<file path="config.mk">
export PLATFORM = sky130hd
export DESIGN_NAME = icache
export DESIGN_NICKNAME = d
export VERILOG_FILES = /design/src/rtl/cpu_types_pkg.sv /design/src/rtl/icache.sv
export SDC_FILE = /design/constraint.sdc
export NUM_CORES = 1
export LEC_CHECK = 0
export ABC_AREA = 1
export BUFFER_PORTS_ARGS = -buffer_cell sky130_fd_sc_hd__buf_2
export CAP_MARGIN = 20
export CORE_ASPECT_RATIO = 0.5
export CORE_MARGIN = 8
export CORE_UTILIZATION = 26
export CTS_BUF_LIST = sky130_fd_sc_hd__clkbuf_16
export CTS_CLUSTER_DIAMETER = 80
export DETAILED_ROUTE_END_ITERATION = 6
export PLACE_DENSITY = 0.38
export SLEW_MARGIN = 20
export SYNTH_ARGS = -nofsm -noshare
export SYNTH_HDL_FRONTEND = slang
export SYNTH_SLANG_ARGS = --single-unit
</file>
<file path="constraint.sdc">
create_clock -name CLK -period 6.4 [get_ports CLK]
set_input_delay 1.6 -clock CLK [delete_from_list [all_inputs] [get_ports CLK]]
set_output_delay 1.6 -clock CLK [all_outputs]
set_load 0.1 [all_outputs]
</file>
<file path="src/rtl/cpu_types_pkg.sv">
// Shared CPU types: machine word, instruction-cache frame and cache FSM state.
// Frame tags are stored zero-extended to 30 bits so one struct serves every cache depth.
// No timing or backpressure: types and one pure helper only.
package cpu_types_pkg;

    typedef logic [31:0] word_t;

    typedef enum logic {
        LOOKUP = 1'b0,
        MISS   = 1'b1
    } icache_state_t;

    typedef struct packed {
        logic        valid;
        logic [29:0] tag;
        word_t       data;
    } icache_frame_t;

    function automatic word_t word_align(input word_t addr);
        return addr & 32'hFFFF_FFFC;
    endfunction

endpackage

</file>
<file path="src/rtl/icache.sv">
// Direct-mapped one-word instruction cache; optional counters under ICACHE_STATS_EN.
// Latency: hits are combinational (0 cycles); a miss costs memory access cycles + 1.
// Backpressure: iwait high holds the cache in MISS; requests changing meanwhile do not abort the fill.
module icache
    import cpu_types_pkg::*;
#(
    parameter int ICACHE_SETS = 16
) (
    input  logic        CLK,
    input  logic        RST,
    input  logic        imemREN,
    input  logic [31:0] imemaddr,
    output logic        ihit,
    output logic [31:0] imemload,
    input  logic        iflush,
    output logic        iREN,
    output logic [31:0] iaddr,
    input  logic        iwait,
    input  logic [31:0] iload,
    output logic [31:0] hit_count,
    output logic [31:0] miss_count
);

    localparam int IDX  = $clog2(ICACHE_SETS);
    localparam int TAGW = 30 - IDX;

    icache_frame_t frames [ICACHE_SETS];
    icache_state_t state;
    word_t         miss_addr;

    logic [IDX-1:0] req_idx;
    logic [IDX-1:0] miss_idx;
    logic [29:0]    req_tag;
    logic [29:0]    miss_tag;
    icache_frame_t  hit_frame;
    logic           lookup_miss;

    assign req_idx  = imemaddr[IDX+1:2];
    assign req_tag  = 30'(imemaddr[31:IDX+2]);
    assign miss_idx = miss_addr[IDX+1:2];
    assign miss_tag = 30'(miss_addr[31:IDX+2]);

    always_comb begin
        hit_frame = frames[req_idx];
        ihit      = !RST && (state == LOOKUP) && imemREN && !iflush
                    && hit_frame.valid && (hit_frame.tag == req_tag);
        imemload  = ihit ? hit_frame.data : '0;
        iREN      = !RST && (state == MISS);
        iaddr     = iREN ? miss_addr : '0;
    end

    assign lookup_miss = (state == LOOKUP) && imemREN && !ihit && !iflush;

    // Tag and data are left unreset; only the valid bits gate the lookup.
    always_ff @(posedge CLK) begin
        if (RST) begin
            state     <= LOOKUP;
            miss_addr <= '0;
            for (int i = 0; i < ICACHE_SETS; i++) frames[i].valid <= 1'b0;
        end else if (iflush) begin
            state <= LOOKUP;
            for (int i = 0; i < ICACHE_SETS; i++) frames[i].valid <= 1'b0;
        end else begin
            case (state)
                LOOKUP: begin
                    if (lookup_miss) begin
                        state     <= MISS;
                        miss_addr <= word_align(imemaddr);
                    end
                end
                MISS: begin
                    if (!iwait) begin
                        frames[miss_idx] <= '{valid: 1'b1, tag: miss_tag, data: iload};
                        state            <= LOOKUP;
                    end
                end
                default: state <= LOOKUP;
            endcase
        end
    end

`ifdef ICACHE_STATS_EN
    always_ff @(posedge CLK) begin
        if (RST) begin
            hit_count  <= '0;
            miss_count <= '0;
        end else begin
            if (ihit)        hit_count  <= hit_count + 32'd1;
            if (lookup_miss) miss_count <= miss_count + 32'd1;
        end
    end
`else
    assign hit_count  = '0;
    assign miss_count = '0;
`endif

    logic unused_tagw;
    assign unused_tagw = (TAGW > 0);

endmodule

</file>
==> impl_metrics.toml <==
[status]
status = "complete, no violations"

[power_and_ir_drop]
intPower_mw = 10.4
p_seq_share_pct = 51.4
p_sw_share_pct = 24.1
total_power_mw = 13.7
p_leak_nw = 17.1
p_comb_share_pct = 6.9
pwr-share-clk_pct = 41.7
switchingPower_mw = 3.32
pwr_density_cell_nw_per_um2 = 290
max-vdd-ir-drop_mv = 0.234

[finish]
drive_gt1_share_pct = 10.6
multi_input_area_um2 = 9550
area_delta_synth_final_pct = 17.4
final-seq-area_um2 = 28800
fillerInstances = 15700
nets = 3649
finalNonFillerCells = 5748

[timing]
finalCriticalPeriod_ns = 6.01
max_slew_margin_pct = 35.7
skew_ns = 0.0240
grt_setup_unrepaired = "no"
finalHoldViolations = 0
max_clock_freq_ghz = 0.166
hold_ws_ns = 0.460
drv_slew = 0
period_share_pct = 93.9
worst_pin_slew_ns = 0.962
finalSetupViolCount = 0

[synthesis]
synth-edff-count = 928
synth_commonest_cells = "edfxtp_1, nand2_1, nand3_1"
syn-instance-count = 3462
synth_seq_area_share_pct = 71.3
synth_flop_cell = "edfxtp_1"
synth.avg_cell_area_um2 = 11.7
synth_seq_cells = 975
syn_area_um2 = 40400
ys_types = 30
yosys-top-cells-area = "edfxtp_1, nand2_1, nand3_1, a21oi_1, nor2_1"
yosysMostFrequentCell = "edfxtp_1"
synth_top_cell_by_area = "edfxtp_1"
yosys_warnings = 0
postSynth.asyncResetShare_pct = 0
yosysTopAreaCellShare_pct = 69.0

[global_route]
grt_pass1_vias = 26000
grt_pass1_wl_mm = 185
antenna_found_initial = 14
overflow = 0
track_usage_pct = 14.8
grt_max_degree = 162

[run]
cap_violations = 0

[clock_network]
worstSkewPairLatency_ns = 0.70
cts_tree = "yes"
cts_max_level = 3
ctsHoldBuffers = 0
cts-root-buf = "clkbuf_16"
clk_pin_slew_worst_paths_ns = 0.07
cts_made_buffers = 100
cts-resized-gates = 0
clockBufferDepth = 3
cts_setup_buffers = 0
numClockSinks = 975

[worst_setup_path]
crit_start = "imemaddr[3]"
reg2reg_from = "state"
criticalPathCategory = "in -> out"
path_max_fanout = 45
end_kind = "output port"
startpoint_type = "input pin"
crit_required_ns = 4.80
cp_data_arrival_time_ns = 4.41

[die]
coreArea_um2 = 155000
die-area_um2 = 169000
rows = 102
die_h_um = 295
die_width_um = 573
initial_utilization_pct = 26.1
ios = 199

[routing]
num_vias = 26300
viasPerCell = 4.57
wl_per_cell_um = 22.3
drtPass1Iterations = 7
drc_errors = 0
ant_nets = 0
drt_iter0_drc = 1903
routed_wl_mm = 128

[placed_design]
portBuffers = 130
placed_cells = 5558
dp_hpwl_mm = 68.4
place.gp.congestion = 0.741

[min_path]
hold_class = "reg -> reg"
holdCritStartpoint = "frames[2][58]"
==> placed cells by master (no fill, tap or decap), drive strengths merged, types with 4 or more instances in the layout <==
cell | netlist | final
edfxtp | 928 | 928
nand2 | 848 | 848
nand3 | 302 | 302
a21oi | 278 | 278
inv | 231 | 267
nor2 | 252 | 252
buf | 175 | 231
a221oi | 104 | 104
clkbuf | 106 | 103
o21ai | 85 | 85
conb | 1 | 66
dfxtp | 47 | 47
clkinv | 3 | 40
o31ai | 28 | 28
o211ai | 25 | 25
a311o | 24 | 24
o22ai | 8 | 8
bufinv | 0 | 8
diode | 0 | 6
nand4 | 6 | 6
or2 | 4 | 4
o32ai | 4 | 4
==> per-layer routing <==
metal	up-vias	part of all wire [%]	global-route usage, %
met3	169	3.9	2.46
li1	12300	-	-
met5	-	0.031	0
met4	6	2.2	3.81
met1	13200	46	19.8
met2	514	47	24.9
==> critical path: stages <==
cell      delay, ns
clkbuf_8       0.24
clkinv_8       0.28
buf_4          0.31
nor2_1         0.11
o21ai_0        0.08
nand3_1        0.07
nand3_1        0.11
nand2_1        0.14
o21ai_0        0.08
nor2_1         0.18
nand4_1        0.19
nor2_1         0.12
nand3b_1       0.13
buf_12         0.20
nor2_1         0.16
buf_4          0.14
buf_12         0.16
==> final cells by class <==
class,instances,share of cell area [%]
sequential,975,60.7
multi-input combinational,2037,20.1
tap,2080,5.49
clock buffer,102,5.38
timing repair buffer,232,5.12
inverter,234,1.91
clock inverter,82,1.23
antenna,6,0.0316
==> path summary, 6_finish.rpt <==
path                    to  slack (ns)  cells after the start
max           imemload[25]        0.39                     17
min          frames[2][58]        0.46                      2
max reg2reg  frames[13][6]        2.83                      7
min reg2reg  frames[2][58]        0.46                      2
==> cell families (layout without fill, tap and decap cells) <==
| group | after synthesis | after routing | synth area share [%] |
|---|---|---|---|
| other cells | 1 | 72 | 0.00928 |
| compound gates | 556 | 556 | 8.54 |
| simple gates | 1415 | 1415 | 14.2 |
| flops | 975 | 975 | 71.3 |
| buf+inv | 515 | 650 | 5.97 |
==> state kept, by name, summed over array words and instances, names as in the netlist <==
register   count
state          1
frames       944
miss_addr     30
==> power by group through the flow <==
| stage | registers [mW] | logic, mW | clock network (mW) |
|---|---|---|---|
| 6_report | 7.06 | 0.953 | 5.73 |
| 2_1_floorplan | 7.17 | 0.670 | 0 |
| 3_5_place_dp | 7.20 | 0.968 | 0 |
| 4_1_cts | 7.06 | 0.970 | 5.91 |
| 3_3_place_gp | 7.20 | 0.967 | 0 |
| 5_1_grt | 7.07 | 1.04 | 6.13 |
==> through the flow <==
stage / worst slack (ns) / setup TNS, ns / util, % / cell area (um2)
after floorplan: -0.257 / -211.86 / - / 40600
after global placement: 0.368 / 0 / 28.7 / 44300
after detailed placement: 0.375 / 0 / 28.7 / 44300
after CTS: 0.352 / 0 / 30.7 / 47400
after global routing: 0.0852 / 0 / 30.7 / 47400
final: 0.390 / 0 / 30.7 / 47400
Power figures use the tool's default switching activity.
